<file path="config.mk">
export PLATFORM = sky130hd
export DESIGN_NAME = alu_cmd_sequencer
export DESIGN_NICKNAME = d
export VERILOG_FILES = /design/src/rtl/alu_seq_pkg.sv /design/src/rtl/alu_seq_watchdog.sv /design/src/rtl/alu_cmd_sequencer.sv
export SDC_FILE = /design/constraint.sdc
export NUM_CORES = 1
export LEC_CHECK = 0
export CAP_MARGIN = 20
export CORE_MARGIN = 4
export CORE_UTILIZATION = 42
export DETAILED_ROUTE_END_ITERATION = 10
export PLACE_DENSITY_LB_ADDON = 0.08
export SLEW_MARGIN = 40
export SYNTH_ARGS = -nofsm -noshare
export SYNTH_HDL_FRONTEND = slang
export SYNTH_HIERARCHICAL = 1
export SYNTH_SLANG_ARGS = --single-unit
</file>
<file path="constraint.sdc">
create_clock -name CLK -period 1.5 [get_ports CLK]
set_input_delay 0.45 -clock CLK [delete_from_list [all_inputs] [get_ports CLK]]
set_output_delay 0.45 -clock CLK [all_outputs]
set_load 0.05 [all_outputs]
</file>
<file path="src/rtl/alu_seq_pkg.sv">
// Shared constants and state encoding for the ALU command sequencer.
// Command codes, error code, function width and the 3-bit FSM encoding.
package alu_seq_pkg;

  localparam int FUN_W = 4;

  localparam logic [7:0] CMD_ALU_OPER = 8'hCC;
  localparam logic [7:0] CMD_ALU_NOP  = 8'hDD;
  localparam logic [7:0] ERR_TIMEOUT  = 8'hEE;

  typedef enum logic [2:0] {
    IDLE     = 3'd0,
    GET_A    = 3'd1,
    GET_B    = 3'd2,
    GET_FUN  = 3'd3,
    ALU_RUN  = 3'd4,
    WAIT_RES = 3'd5,
    SEND_LSB = 3'd6,
    SEND_MSB = 3'd7
  } state_t;

endpackage

</file>
<file path="src/rtl/alu_seq_watchdog.sv">
// WAIT_RES timeout counter for the ALU command sequencer.
// Counts while run is high, clears whenever run drops.
module alu_seq_watchdog #(
  parameter int TIMEOUT_CYC = 255
) (
  input  logic clk,
  input  logic rst_n,
  input  logic run,
  output logic expired
);

  localparam int CW = $clog2(TIMEOUT_CYC + 1);

  logic [CW-1:0] cnt;

  assign expired = run && (cnt == CW'(TIMEOUT_CYC - 1));

  always_ff @(posedge clk or negedge rst_n) begin
    if (!rst_n) begin
      cnt <= '0;
    end else if (!run) begin
      cnt <= '0;
    end else if (!expired) begin
      cnt <= cnt + 1'b1;
    end
  end

endmodule

</file>
<file path="src/rtl/alu_cmd_sequencer.sv">
// Byte-stream command sequencer driving the ALU and returning results to TX.
// Optional WAIT_RES timeout enabled by defining ALU_SEQ_TIMEOUT_EN.
module alu_cmd_sequencer
  import alu_seq_pkg::*;
#(
  parameter int DATA_WIDTH  = 8,
  parameter int TIMEOUT_CYC = 255
) (
  input  logic                    CLK,
  input  logic                    RST,
  input  logic [DATA_WIDTH-1:0]   RX_P_DATA,
  input  logic                    RX_D_VLD,
  input  logic [2*DATA_WIDTH-1:0] ALU_OUT,
  input  logic                    ALU_OUT_VLD,
  input  logic                    FIFO_FULL,
  output logic [DATA_WIDTH-1:0]   ALU_OP_A,
  output logic [DATA_WIDTH-1:0]   ALU_OP_B,
  output logic [FUN_W-1:0]        ALU_FUN,
  output logic                    ALU_EN,
  output logic                    ALU_CLK_EN,
  output logic [DATA_WIDTH-1:0]   TX_P_DATA,
  output logic                    TX_D_VLD,
  output logic                    BUSY
);

  if (TIMEOUT_CYC < 2) begin : g_bad_timeout
    $error("TIMEOUT_CYC must be at least 2");
  end

  state_t state;
  state_t state_nx;

  logic [2*DATA_WIDTH-1:0] res;
  logic                    timeout;
  logic                    is_oper;
  logic                    is_nop;

  assign is_oper = (RX_P_DATA == DATA_WIDTH'(CMD_ALU_OPER));
  assign is_nop  = (RX_P_DATA == DATA_WIDTH'(CMD_ALU_NOP));

`ifdef ALU_SEQ_TIMEOUT_EN
  alu_seq_watchdog #(
    .TIMEOUT_CYC (TIMEOUT_CYC)
  ) u_watchdog (
    .clk     (CLK),
    .rst_n   (RST),
    .run     (state == WAIT_RES),
    .expired (timeout)
  );
`else
  assign timeout = 1'b0;
`endif

  always_ff @(posedge CLK or negedge RST) begin
    if (!RST) begin
      state <= IDLE;
    end else begin
      state <= state_nx;
    end
  end

  always_comb begin
    state_nx = state;
    unique case (state)
      IDLE: begin
        if (RX_D_VLD && is_oper) begin
          state_nx = GET_A;
        end else if (RX_D_VLD && is_nop) begin
          state_nx = GET_FUN;
        end
      end
      GET_A:    if (RX_D_VLD) state_nx = GET_B;
      GET_B:    if (RX_D_VLD) state_nx = GET_FUN;
      GET_FUN:  if (RX_D_VLD) state_nx = ALU_RUN;
      ALU_RUN:  state_nx = WAIT_RES;
      WAIT_RES: if (ALU_OUT_VLD || timeout) state_nx = SEND_LSB;
      SEND_LSB: if (!FIFO_FULL) state_nx = SEND_MSB;
      SEND_MSB: if (!FIFO_FULL) state_nx = IDLE;
      default:  state_nx = IDLE;
    endcase
  end

  // Outputs are registered from the next state so they line up with it.
  always_ff @(posedge CLK or negedge RST) begin
    if (!RST) begin
      ALU_OP_A   <= '0;
      ALU_OP_B   <= '0;
      ALU_FUN    <= '0;
      ALU_EN     <= 1'b0;
      ALU_CLK_EN <= 1'b0;
      TX_P_DATA  <= '0;
      TX_D_VLD   <= 1'b0;
      BUSY       <= 1'b0;
      res        <= '0;
    end else begin
      ALU_EN     <= (state_nx == ALU_RUN);
      ALU_CLK_EN <= (state_nx == ALU_RUN) || (state_nx == WAIT_RES);
      BUSY       <= (state_nx != IDLE);
      TX_D_VLD   <= 1'b0;
      if (RX_D_VLD && state == GET_A) begin
        ALU_OP_A <= RX_P_DATA;
      end
      if (RX_D_VLD && state == GET_B) begin
        ALU_OP_B <= RX_P_DATA;
      end
      if (RX_D_VLD && state == GET_FUN) begin
        ALU_FUN <= RX_P_DATA[FUN_W-1:0];
      end
      if (state == WAIT_RES && ALU_OUT_VLD) begin
        res <= ALU_OUT;
      end else if (state == WAIT_RES && timeout) begin
        res <= {{DATA_WIDTH{1'b0}}, DATA_WIDTH'(ERR_TIMEOUT)};
      end
      if (!FIFO_FULL && state == SEND_LSB) begin
        TX_P_DATA <= res[DATA_WIDTH-1:0];
        TX_D_VLD  <= 1'b1;
      end
      if (!FIFO_FULL && state == SEND_MSB) begin
        TX_P_DATA <= res[2*DATA_WIDTH-1:DATA_WIDTH];
        TX_D_VLD  <= 1'b1;
      end
    end
  end

endmodule

</file>
==> qor.log <==
INFO  detailed_routing detail_route.drc_violations=0
INFO  logic_synthesis postSynthAreaPerCell=14.08um^2
INFO  min_path       hp-class=primary input to async pin
INFO  floorplanning  rows=25
INFO  detailed_routing detail_route.wl_per_cell=15.85um
INFO  cells_and_area num-nets-final=265
INFO  global_routing wire_length_of_the_first_global_routing_pass=8.135mm
INFO  setup_path     setup.worst_path.class=register to register
INFO  detailed_routing dr.pass1.iters=3
INFO  detailed_routing avgViaCountPerCell=4.888
INFO  status         status=completed
INFO  cells_and_area multiInputGateArea=838.3um^2
INFO  timing         clock_skew=0.006011ns
INFO  logic_synthesis ys_async_sr_fraction=100.0%
INFO  global_routing initial_antenna_violation_count=0
INFO  logic_synthesis synth.yosys.seq_area_share=60.04%
INFO  setup_path     arrival=1.65ns
INFO  cts            clkTransAtPathRegs=0.09ns
INFO  logic_synthesis netlist-cell-type-count=31
INFO  timing         fin_crit_sh=97.46%
INFO  logic_synthesis synth-edff-count=0
INFO  logic_synthesis synthTopCellsByArea=sky130_fd_sc_hd__dfrtp_1 60%, sky130_fd_sc_hd__mux2_2 19%, sky130_fd_sc_hd__mux2i_1 3.8%
INFO  setup_path     timing.rr.start=state[1]$_DFF_PN0_
INFO  global_routing grt_pass1_vias=1646
INFO  cts            clk_latency=0.30ns
INFO  place          place.port_buffers=60
INFO  logic_synthesis yosys_top_cell_by_area=sky130_fd_sc_hd__dfrtp_1
INFO  setup_path     ff2ff_setup_slack=0.04ns
INFO  cts            clock_tree.buffer_depth=2
INFO  timing         final-setup-viol-count=0
INFO  logic_synthesis synth.net_count=180
INFO  place          gpl.final_weighted_congestion=0.8320
INFO  logic_synthesis yosys_warnings=6
INFO  logic_synthesis synth_cells=151
INFO  timing         final_hold_violations=0
INFO  setup_path     critical_path.endpoint_type=register
INFO  setup_path     critical_path.startpoint=state[1]$_DFF_PN0_
INFO  logic_synthesis syn_area=2126um^2
INFO  floorplanning  start_util=44.13%
INFO  timing         slew_viol_final=0
INFO  floorplanning  chip_height=79.15um
INFO  logic_synthesis synth_top_cell_area_share=60.04%
INFO  logic_synthesis synthMostInstantiatedCell=sky130_fd_sc_hd__dfrtp_1
INFO  cts            cts.hold.buffers_added=0
INFO  floorplanning  io_pins=61
INFO  timing         upper_clock_frequency_limit=0.6841GHz
INFO  cells_and_area antenna_cells_inserted=0
INFO  power          vdd.ir_drop.worst=0.001637V
INFO  job            cap_viol_max_count=0
INFO  setup_path     worst-endpoint-required=1.69ns
INFO  setup_path     cp_launch_type=register
INFO  floorplanning  core-area=4817um^2
INFO  setup_path     reg2reg_to=BUSY$_DFF_PN0_
INFO  global_routing grt_max_degree=52
INFO  cts            tritoncts=done
INFO  detailed_routing drt.antenna.violating_nets=0
INFO  cells_and_area synthToLayoutAreaGrowth=62.63%
INFO  floorplanning  die_width=79.15um
INFO  timing         setup_total_negative_slack=0ns
INFO  cts            cts.htree.levels=2
INFO  logic_synthesis number_of_flip_flops_and_latches_in_the_synthesized_netlist=51
INFO  cts            buffer_type_at_the_clock_tree_root=sky130_fd_sc_hd__clkbuf_8
INFO  power          p_leak=1.563nW
INFO  place          place.detailed.hpwl=3.585mm
INFO  setup_path     crit_end=BUSY$_DFF_PN0_
INFO  detailed_routing detailroute.via_count=1486
INFO  global_routing grtUsageTotal=16.80%
INFO  logic_synthesis synth-main-ff-cell=sky130_fd_sc_hd__dfrtp_1
INFO  timing         slew_headroom=80.79%
INFO  cells_and_area sequential_cell_area=1280um^2
INFO  cells_and_area drive_above_1_share=49.37%
INFO  logic_synthesis synth.cells.most_frequent=51 x sky130_fd_sc_hd__dfrtp_1, 36 x sky130_fd_sc_hd__mux2_2, 11 x sky130_fd_sc_hd__nand2_1
INFO  power          fin_total_pwr=8.434mW
INFO  global_routing overflow=0
INFO  timing         rsz0062_at_grt=true
INFO  timing         tightestPinTransition=0.2850ns
INFO  timing         finalCriticalPeriod=1.462ns
INFO  floorplanning  die_footprint=6264um^2
INFO  cells_and_area n_fill_cell=337
INFO  setup_path     reg2regPathDepth=4
INFO  cts            cts_num_sinks=51
INFO  setup_path     critical_path.max_fanout=5
INFO  power          power_density=2440nW/um^2
INFO  cts            numCtsBuffers=5
INFO  detailed_routing total_detailed_routing_wirelength=4.819mm
INFO  detailed_routing initialDrtViolationCount=35
-- metrics by stage --
stage / utilization, % / setup WS [ns] / hold WS, ns / cells / instance area (um^2)
final: 71.77 / 0.03814 / 0.1241 / 304 / 3457
after floorplan: - / -0.01107 / 0.1544 / 151 / 2126
after CTS: 71.53 / 0.01366 / 0.1365 / 304 / 3446
after global placement: 68.00 / -0.4820 / 0.4568 / 294 / 3276
after detailed placement: 68.00 / -0.5301 / 0.4618 / 294 / 3276
after global routing: 71.77 / -0.02375 / 0.1351 / 304 / 3457
-- report_power, final --
part	leakage (nW)	internal, mW	switching [mW]
registers	0.619	2.03	0.620
clock network	0.0612	0.540	0.441
logic	0.883	2.54	2.26
-- cell type report --
type | count | area share, %
Inverter | 3 | 0.3257
Clock inverter | 2 | 1.013
Tap cell | 67 | 2.425
Clock buffer | 6 | 2.389
Timing Repair Buffer | 85 | 32.57
Multi-Input combinational cell | 90 | 24.25
Sequential cell | 51 | 37.02
-- sequential cells by signal, indices dropped and copies added (netlist names), 3 cells and up --
name	cells
res	16
ALU_OP_B	8
state	3
ALU_OP_A	8
ALU_FUN	4
TX_P_DATA	8
-- critical path, stage by stage (launching register included) --
cell and delay [ns]:
sky130_fd_sc_hd__dfrtp_2 0.45, sky130_fd_sc_hd__and2b_2 0.27, sky130_fd_sc_hd__a221oi_1 0.08, sky130_fd_sc_hd__o21a_1 0.20, sky130_fd_sc_hd__or3_1 0.34
-- worst min path at each step --
stage          from                       to  depth (start not counted)
3_5_place_dp    RST  ALU_OP_A[0]$_DFFE_PN0P_                          2
4_1_cts         RST      res[10]$_DFFE_PN0P_                          2
6_report        RST  ALU_OP_A[0]$_DFFE_PN0P_                          2
5_1_grt         RST  ALU_OP_A[4]$_DFFE_PN0P_                          2
2_1_floorplan   RST     ALU_CLK_EN$_DFF_PN0_                          0
3_3_place_gp    RST   ALU_FUN[0]$_DFFE_PN0P_                          2
-- cells in the final DEF (no fill, tap or decap), types with 2 or more instances in the layout --
cell type / count
sky130_fd_sc_hd__buf_12: 34
sky130_fd_sc_hd__buf_4: 21
sky130_fd_sc_hd__buf_6: 2
sky130_fd_sc_hd__clkbuf_8: 6
sky130_fd_sc_hd__clkdlybuf4s50_1: 19
sky130_fd_sc_hd__dfrtp_1: 48
sky130_fd_sc_hd__dfrtp_2: 3
sky130_fd_sc_hd__dlygate4sd2_1: 8
sky130_fd_sc_hd__inv_1: 3
sky130_fd_sc_hd__mux2_2: 36
sky130_fd_sc_hd__mux2i_1: 8
sky130_fd_sc_hd__nand2_1: 11
sky130_fd_sc_hd__nand3_1: 2
sky130_fd_sc_hd__o21ai_0: 8
sky130_fd_sc_hd__xor2_1: 2
-- repair_timing --
| action | CTS | global route |
|---|---|---|
| gates resized for setup | 19 | 4 |
| pin swaps | 7 | 2 |
| setup endpoints to repair | 31 | 20 |
| setup buffers | 2 | 0 |
-- cells by family after synthesis --
| family | count (synthesis) | synth area share (%) |
|---|---|---|
| flip-flops | 51 | 60.04 |
| AND/OR/NAND/NOR | 26 | 7.711 |
| XOR/XNOR | 2 | 0.8242 |
| buffers and inverters | 10 | 2.766 |
| AO/OA/AOI/OAI | 17 | 5.121 |
| multiplexers | 45 | 23.54 |
-- metal layers --
layer  global-route usage (%)  vias to the layer above  part of all wire [%]  wire [um]
li1                         -                      698                     -          -
met1                    21.67                      747                    43       2069
met2                    28.03                       33                    51       2451
met3                    4.308                        8                   5.1        244
met4                    4.639                        0                   1.1         54
met5                        0                        -                     0          0
(Power assumes the default switching activity.)
